--- src/rtl/dmi_arbiter_if.sv ---
// DMI bundle between two requesters, the arbiter and the debug module.
// Requester-side signals are packed per requester; DM-side signals are scalar.
interface dmi_arbiter_if #(
    parameter int ADDR_W = 7,
    parameter int DATA_W = 32
);
    logic [1:0]          req_new_request;
    logic [1:0]          req_rnw;
    logic [2*ADDR_W-1:0] req_address;
    logic [2*DATA_W-1:0] req_wdata;
    logic [1:0]          req_handled;
    logic [3:0]          req_response;
    logic [2*DATA_W-1:0] req_rdata;

    logic                dm_new_request;
    logic                dm_rnw;
    logic [ADDR_W-1:0]   dm_address;
    logic [DATA_W-1:0]   dm_wdata;
    logic                dm_handled;
    logic [1:0]          dm_response;
    logic [DATA_W-1:0]   dm_rdata;

    modport slave (
        input  req_new_request, req_rnw, req_address, req_wdata,
        input  dm_handled, dm_response, dm_rdata,
        output req_handled, req_response, req_rdata,
        output dm_new_request, dm_rnw, dm_address, dm_wdata
    );

    modport master (
        output req_new_request, req_rnw, req_address, req_wdata,
        output dm_handled, dm_response, dm_rdata,
        input  req_handled, req_response, req_rdata,
        input  dm_new_request, dm_rnw, dm_address, dm_wdata
    );
endinterface

--- src/rtl/dmi_arbiter.sv ---
// Round-robin arbiter sharing one DM DMI port between two masters (0: JTAG DTM,
// 1: secondary host). One outstanding DM transaction, supervised by a timeout.
module dmi_arbiter #(
    parameter int ADDR_W  = 7,
    parameter int DATA_W  = 32,
    parameter int TIMEOUT = 1024
) (
    input  logic         clk,
    input  logic         reset,
    dmi_arbiter_if.slave bus
);
    localparam int TW = $clog2(TIMEOUT);
    localparam logic [TW-1:0] T_LAST = TW'(TIMEOUT - 1);

    typedef enum logic {S_IDLE, S_WAIT} state_t;

    state_t            state, state_nxt;
    logic [1:0]        pending;
    logic [1:0]        reject;
    logic [1:0]        accept;
    logic [1:0]        overrun;
    logic [1:0]        done_vec;
    logic              grant;
    logic              last_grant;
    logic              pick;
    logic              issue;
    logic              done_ok;
    logic              done_to;
    logic [TW-1:0]     timer;

    logic [1:0]        slot_rnw;
    logic [ADDR_W-1:0] slot_addr  [2];
    logic [DATA_W-1:0] slot_wdata [2];

    assign accept   = bus.req_new_request & ~pending;
    assign overrun  = bus.req_new_request &  pending;
    assign done_vec = (done_ok || done_to) ? (grant ? 2'b10 : 2'b01) : 2'b00;

    always_ff @(posedge clk) begin
        if (reset) state <= S_IDLE;
        else       state <= state_nxt;
    end

    always_comb begin
        state_nxt = state;
        case (state)
            S_IDLE: if (|pending) state_nxt = S_WAIT;
            S_WAIT: if (bus.dm_handled || timer == T_LAST) state_nxt = S_IDLE;
            default: state_nxt = S_IDLE;
        endcase
    end

    // A completion and a timeout in the same cycle resolve as a normal completion.
    always_comb begin
        issue   = 1'b0;
        done_ok = 1'b0;
        done_to = 1'b0;
        pick    = grant;
        case (state)
            S_IDLE: begin
                if (|pending) begin
                    issue = 1'b1;
                    pick  = (&pending) ? ~last_grant : pending[1];
                end
            end
            S_WAIT: begin
                if (bus.dm_handled)      done_ok = 1'b1;
                else if (timer == T_LAST) done_to = 1'b1;
            end
            default: ;
        endcase
    end

    always_ff @(posedge clk) begin
        for (int i = 0; i < 2; i++) begin
            if (accept[i]) begin
                slot_rnw[i]   <= bus.req_rnw[i];
                slot_addr[i]  <= bus.req_address[i*ADDR_W +: ADDR_W];
                slot_wdata[i] <= bus.req_wdata[i*DATA_W +: DATA_W];
            end
        end
    end

    always_ff @(posedge clk) begin
        if (reset) begin
            pending            <= 2'b00;
            reject             <= 2'b00;
            grant              <= 1'b0;
            last_grant         <= 1'b1;
            timer              <= '0;
            bus.dm_new_request <= 1'b0;
            bus.dm_rnw         <= 1'b0;
            bus.dm_address     <= '0;
            bus.dm_wdata       <= '0;
            bus.req_handled    <= 2'b00;
            bus.req_response   <= '0;
            bus.req_rdata      <= '0;
        end else begin
            bus.dm_new_request <= issue;
            if (issue) begin
                grant          <= pick;
                bus.dm_rnw     <= slot_rnw[pick];
                bus.dm_address <= slot_addr[pick];
                bus.dm_wdata   <= slot_wdata[pick];
                timer          <= '0;
            end else if (state == S_WAIT) begin
                timer <= timer + 1'b1;
            end
            if (done_ok || done_to) last_grant <= grant;

            // A rejected pulse colliding with a real completion is held in reject and replayed next cycle.
            for (int i = 0; i < 2; i++) begin
                pending[i] <= (pending[i] & ~done_vec[i]) | accept[i];
                if (done_vec[i]) begin
                    bus.req_handled[i]            <= 1'b1;
                    bus.req_response[i*2 +: 2]    <= done_ok ? bus.dm_response : 2'd2;
                    bus.req_rdata[i*DATA_W +: DATA_W] <= done_ok ? bus.dm_rdata : '0;
                    reject[i]                     <= reject[i] | overrun[i];
                end else if (reject[i] || overrun[i]) begin
                    bus.req_handled[i]            <= 1'b1;
                    bus.req_response[i*2 +: 2]    <= 2'd3;
                    bus.req_rdata[i*DATA_W +: DATA_W] <= '0;
                    reject[i]                     <= 1'b0;
                end else begin
                    bus.req_handled[i]            <= 1'b0;
                end
            end
        end
    end
endmodule

--- src/flat_wrapper.sv ---
// flat-port wrapper written by rule: the top's interface ports become plain ports
module dmi_arbiter_flat 
#(
    parameter int ADDR_W  = 7,
    parameter int DATA_W  = 32,
    parameter int TIMEOUT = 1024
)
  (clk, reset, bus_req_new_request, bus_req_rnw, bus_req_address, bus_req_wdata, bus_dm_handled, bus_dm_response, bus_dm_rdata, bus_req_handled, bus_req_response, bus_req_rdata, bus_dm_new_request, bus_dm_rnw, bus_dm_address, bus_dm_wdata);
  dmi_arbiter_if #(.ADDR_W(ADDR_W), .DATA_W(DATA_W)) bus_i ();
  input  logic clk;
  input  logic reset;
  input wire logic [$bits(bus_i.req_new_request)-1:0] bus_req_new_request;
  input wire logic [$bits(bus_i.req_rnw)-1:0] bus_req_rnw;
  input wire logic [$bits(bus_i.req_address)-1:0] bus_req_address;
  input wire logic [$bits(bus_i.req_wdata)-1:0] bus_req_wdata;
  input wire logic [$bits(bus_i.dm_handled)-1:0] bus_dm_handled;
  input wire logic [$bits(bus_i.dm_response)-1:0] bus_dm_response;
  input wire logic [$bits(bus_i.dm_rdata)-1:0] bus_dm_rdata;
  output wire logic [$bits(bus_i.req_handled)-1:0] bus_req_handled;
  output wire logic [$bits(bus_i.req_response)-1:0] bus_req_response;
  output wire logic [$bits(bus_i.req_rdata)-1:0] bus_req_rdata;
  output wire logic [$bits(bus_i.dm_new_request)-1:0] bus_dm_new_request;
  output wire logic [$bits(bus_i.dm_rnw)-1:0] bus_dm_rnw;
  output wire logic [$bits(bus_i.dm_address)-1:0] bus_dm_address;
  output wire logic [$bits(bus_i.dm_wdata)-1:0] bus_dm_wdata;
  assign bus_i.req_new_request = bus_req_new_request;
  assign bus_i.req_rnw = bus_req_rnw;
  assign bus_i.req_address = bus_req_address;
  assign bus_i.req_wdata = bus_req_wdata;
  assign bus_i.dm_handled = bus_dm_handled;
  assign bus_i.dm_response = bus_dm_response;
  assign bus_i.dm_rdata = bus_dm_rdata;
  assign bus_req_handled = bus_i.req_handled;
  assign bus_req_response = bus_i.req_response;
  assign bus_req_rdata = bus_i.req_rdata;
  assign bus_dm_new_request = bus_i.dm_new_request;
  assign bus_dm_rnw = bus_i.dm_rnw;
  assign bus_dm_address = bus_i.dm_address;
  assign bus_dm_wdata = bus_i.dm_wdata;
  dmi_arbiter #(.ADDR_W(ADDR_W), .DATA_W(DATA_W), .TIMEOUT(TIMEOUT)) u_core (.clk(clk), .reset(reset), .bus(bus_i));
endmodule
--- config.mk ---
export PLATFORM = sky130hd
export DESIGN_NAME = dmi_arbiter_flat
export DESIGN_NICKNAME = d
export VERILOG_FILES = /design/src/rtl/dmi_arbiter_if.sv /design/src/rtl/dmi_arbiter.sv /design/src/flat_wrapper.sv
export SDC_FILE = /design/constraint.sdc
export NUM_CORES = 1
export LEC_CHECK = 0
export CAP_MARGIN = 20
export CELL_PAD_IN_SITES_DETAIL_PLACEMENT = 1
export CELL_PAD_IN_SITES_GLOBAL_PLACEMENT = 2
export CORE_MARGIN = 2
export CORE_UTILIZATION = 30
export CTS_CLUSTER_SIZE = 28
export DETAILED_ROUTE_END_ITERATION = 8
export PLACE_DENSITY_LB_ADDON = 0.1
export SYNTH_ARGS = -nofsm -noshare
export SYNTH_HDL_FRONTEND = slang
export SYNTH_SLANG_ARGS = --single-unit
--- constraint.sdc ---
create_clock -name clk -period 3.65 [get_ports clk]
set_input_delay 0.365 -clock clk [delete_from_list [all_inputs] [get_ports clk]]
set_output_delay 0.365 -clock clk [all_outputs]
set_load 0.005 [all_outputs]
==> out/summary.md <==
Logic synthesis
- post-synthesis sequential area ratio: 0.692
- number of register bits inferred by synthesis: 208
- library cell with the largest summed area after synthesis: sky130_fd_sc_hd__dfxtp_1
- post-synthesis instance total: 524
- Cell Area, Synth: 7170 sq um
- Post-synth EDFFs: 80
- most frequently used flop master after synthesis: sky130_fd_sc_hd__dfxtp_1
- post-synth net total: 644
- Post-synth ARST share: 0
- mean area per synthesized cell: 13.7 sq um
- Yosys warning count: 0
- Yosys top cell area share: 0.357
- number of distinct library cells after synthesis: 44
- top post-synthesis cells by area: sky130_fd_sc_hd__dfxtp_1 36%, sky130_fd_sc_hd__edfxtp_1 34%, sky130_fd_sc_hd__mux2i_1 5.7%, sky130_fd_sc_hd__o2bb2ai_1 4.9%, sky130_fd_sc_hd__a22o_1 4.2%

Timing
- max-slew violation count: 0
- final number of setup-violating endpoints: 0
- Worst-Margin Slew: 1040 ps
- post-route clock period utilization: 0.605
- worst-case hold slack: 415 ps
- final critical-path setup slack: 1440 ps
- final-layout setup total negative slack: 0 ps
- setup repair after global routing missed its margin: no
- number of failing hold endpoints at the final stage: 0
- tightest slew margin relative to the limit: 0.303
- largest clock skew in the final design: 10.9 ps
- f_max: 453 MHz
- post-layout minimum cycle time: 2210 ps

GRT
- number of antenna violations at the first check in global routing: 0
- via count of the first global-routing pass: 5485
- first-pass GRT wire length: 30000 um
- residual overflow from global routing: 0
- pin count of the biggest net entering global routing: 42
- global router's overall resource usage: 0.154

Pwr
- Cell Int Power: 4.38 mW
- net switching power figure: 1.24 mW
- power density of the placed cells: 529 nW/um^2
- sequential share of power: 0.466
- IR drop worst, VDD: 374 uV
- proportion of power drawn by combinational gates: 0.106
- switching share of total power: 0.220
- Total Power: 5.62 mW
- power share of the clock group: 0.428
- static leakage: 3.88 nW

Drt
- post-detailed-route via-to-cell ratio: 4.71
- remaining antenna violation count: 0
- via count: 5145
- number of iterations in the first detailed-routing pass: 4
- number of DRC markers in iteration 0: 126
- Avg WL per Cell: 18.3 um
- Post-route DRC: 0
- Routed Wire Length: 20000 um

CTS
- cells resized by post-CTS repair: 0
- number of sinks handled by clock tree synthesis: 208
- clock root buffer: sky130_fd_sc_hd__clkbuf_16
- Clock Tree Buf Depth: 3
- maximum level of the CTS H-tree: 1
- clock insertion delay at the later pin of the skew report: 500 ps
- clock buffer count from CTS: 24
- CTS clock-pin slew for the worst setup and hold paths: 60 ps
- CTS Hold Buffers Added: 0
- CTS tree: done
- Setup Buffers After CTS: 0

Layout
- summed area of non-filler cells in the final layout: 10600 sq um
- fraction of layout instances using a drive strength above 1: 0.0763
- layout overhead on the synthesized area: 48.1%
- fill count: 2407
- net count of the finished layout: 876
- non-filler cells in the finished layout: 1092
- utilization after layout: 0.452
- # diodes: 0

Critical path
- kind of critical path: reg2reg
- CP Buf/Inv Count: 2
- CP delay by family, top: buffers and inverters
- CP Launch Type: register
- stage delay of the slowest cell on the critical path: 630 ps
- top fanout value on the critical path: 40
- standard cell with the maximum stage delay on the critical path: sky130_fd_sc_hd__dfxtp_1
- arrival time of data at the critical path endpoint: 2560 ps
- data required time of the critical path: 4000 ps
- endpoint kind of the worst setup timing path: register
- crit path cell chain: inv_1 -> a32oi_4 -> buf_4 -> mux2i_1 -> o2bb2ai_1

Place
- number of cells in the design after placement: 1048
- total half-perimeter wirelength after legalization and detailed placement: 13600 um
- number of port buffers: 229
- Placement Setup Slack: 1220 ps
- gpl congestion: 0.725
- area post-placement: 9800 sq um

Floorplanning
- die height: 159 um
- top-level port count: 230
- initial core utilization: 0.305
- Core Region: 23500 sq um
- placement row count: 56
- area enclosed by the die boundary: 25200 sq um
- Horiz. Die Dim: 159 um

Hold path
- classification of the worst-slack hold path: in2reg

Outcome
- outcome: complete, no violations

Run
- number of max-cap violations: 0

## cells in the final DEF, fill, tap and decap left out, drive strengths merged, types with 5 or more instances in the layout
cell type | netlist | layout
nand3 | 31 | 31
nor2 | 29 | 29
o2bb2ai | 40 | 40
edfxtp | 80 | 80
xor2 | 5 | 5
o21ai | 31 | 31
mux2i | 41 | 41
clkdlybuf4s50 | 0 | 229
a22o | 34 | 34
nand2 | 21 | 21
clkbuf | 18 | 38
buf | 15 | 10
dfxtp | 128 | 128
## registers in the layout (all words and copies together) (netlist names), 2 cells and up
| register | count |
|---|---|
| u_core.bus.req_response | 4 |
| u_core.slot_wdata | 64 |
| u_core.slot_addr | 14 |
| u_core.slot_rnw | 2 |
| u_core.bus.req_rdata | 64 |
| u_core.bus.dm_address | 7 |
| u_core.pending | 2 |
| u_core.timer | 10 |
| u_core.bus.req_handled | 2 |
| u_core.bus.dm_wdata | 32 |
| u_core.reject | 2 |
## cells in the mapped netlist, drive strengths merged (2+ instances only)
cell type and instances:
a21oi 4, and3 2, nor3 4, xor2 5
nand2b 3, inv 4, nand3 31, a41oi 2
nand4 2, a211oi 2, a21o 2, o21ai 31
a22o 34, dfxtp 128, nor2 29, xnor2 4
buf 15, clkbuf 18, edfxtp 80, and4 3
o2bb2ai 40, nand2 21, mux2i 41, and2 2
nor2b 4, o32ai 2, a221oi 2
## cell families after synthesis
logic type,share of synthesized area
multiplexers,0.0572
buffers and inverters,0.0281
AND/OR/NAND/NOR,0.0717
flip-flops,0.692
adder cells (fa/ha/maj),0.00174
XOR/XNOR,0.0110
AO/OA/AOI/OAI,0.138
## worst paths after layout
kind / cells after the start / end / start / slack (ps)
hold / removal: 1 / u_core.slot_wdata[1][2] / bus_req_wdata[34] / 420
setup / recovery: 5 / u_core.bus.dm_wdata[31] / u_core.state / 1440
hold reg to reg: 1 / u_core.bus.dm_wdata[2] / u_core.bus.dm_wdata[2] / 460
setup reg to reg: 5 / u_core.bus.dm_wdata[31] / u_core.state / 1440
## worst reg2reg max path, delay by kind of cell, from the launching register on
family	cells	cell delay, ps
AOI/OAI and AO/OA	2	300
buffers and inverters	2	830
DFF	1	630
muxes	1	310
## cell type report
| class | count | area (sq um) | share of cell area |
|---|---|---|---|
| Timing Repair Buffer | 239 | 2390 | 0.225 |
| Sequential cell | 208 | 4960 | 0.467 |
| Inverter | 4 | 15.0 | 0.00141 |
| Clock inverter | 5 | 78.8 | 0.00742 |
| Clock buffer | 38 | 726 | 0.0683 |
| Tap cell | 319 | 399 | 0.0376 |
| Multi-Input combinational cell | 279 | 2050 | 0.193 |
## power by group through the flow
stage	clock network (mW)	registers, mW	logic, mW
3_5_place_dp	0	2.67	0.606
6_report	2.41	2.62	0.595
3_3_place_gp	0	2.66	0.591
2_1_floorplan	0	2.65	0.245
5_1_grt	2.57	2.63	0.645
4_1_cts	2.49	2.62	0.611
## metal layers
metal	share of wire	GRT usage	vias to the layer above	wire, um
met3	0.069	0.0376	28	1380
li1	-	-	2432	-
met5	0	0	-	0
met2	0.48	0.261	187	9510
met4	0.018	0.0429	0	354
met1	0.44	0.195	2498	8740
No activity file was read; power rests on OpenSTA's default activity.
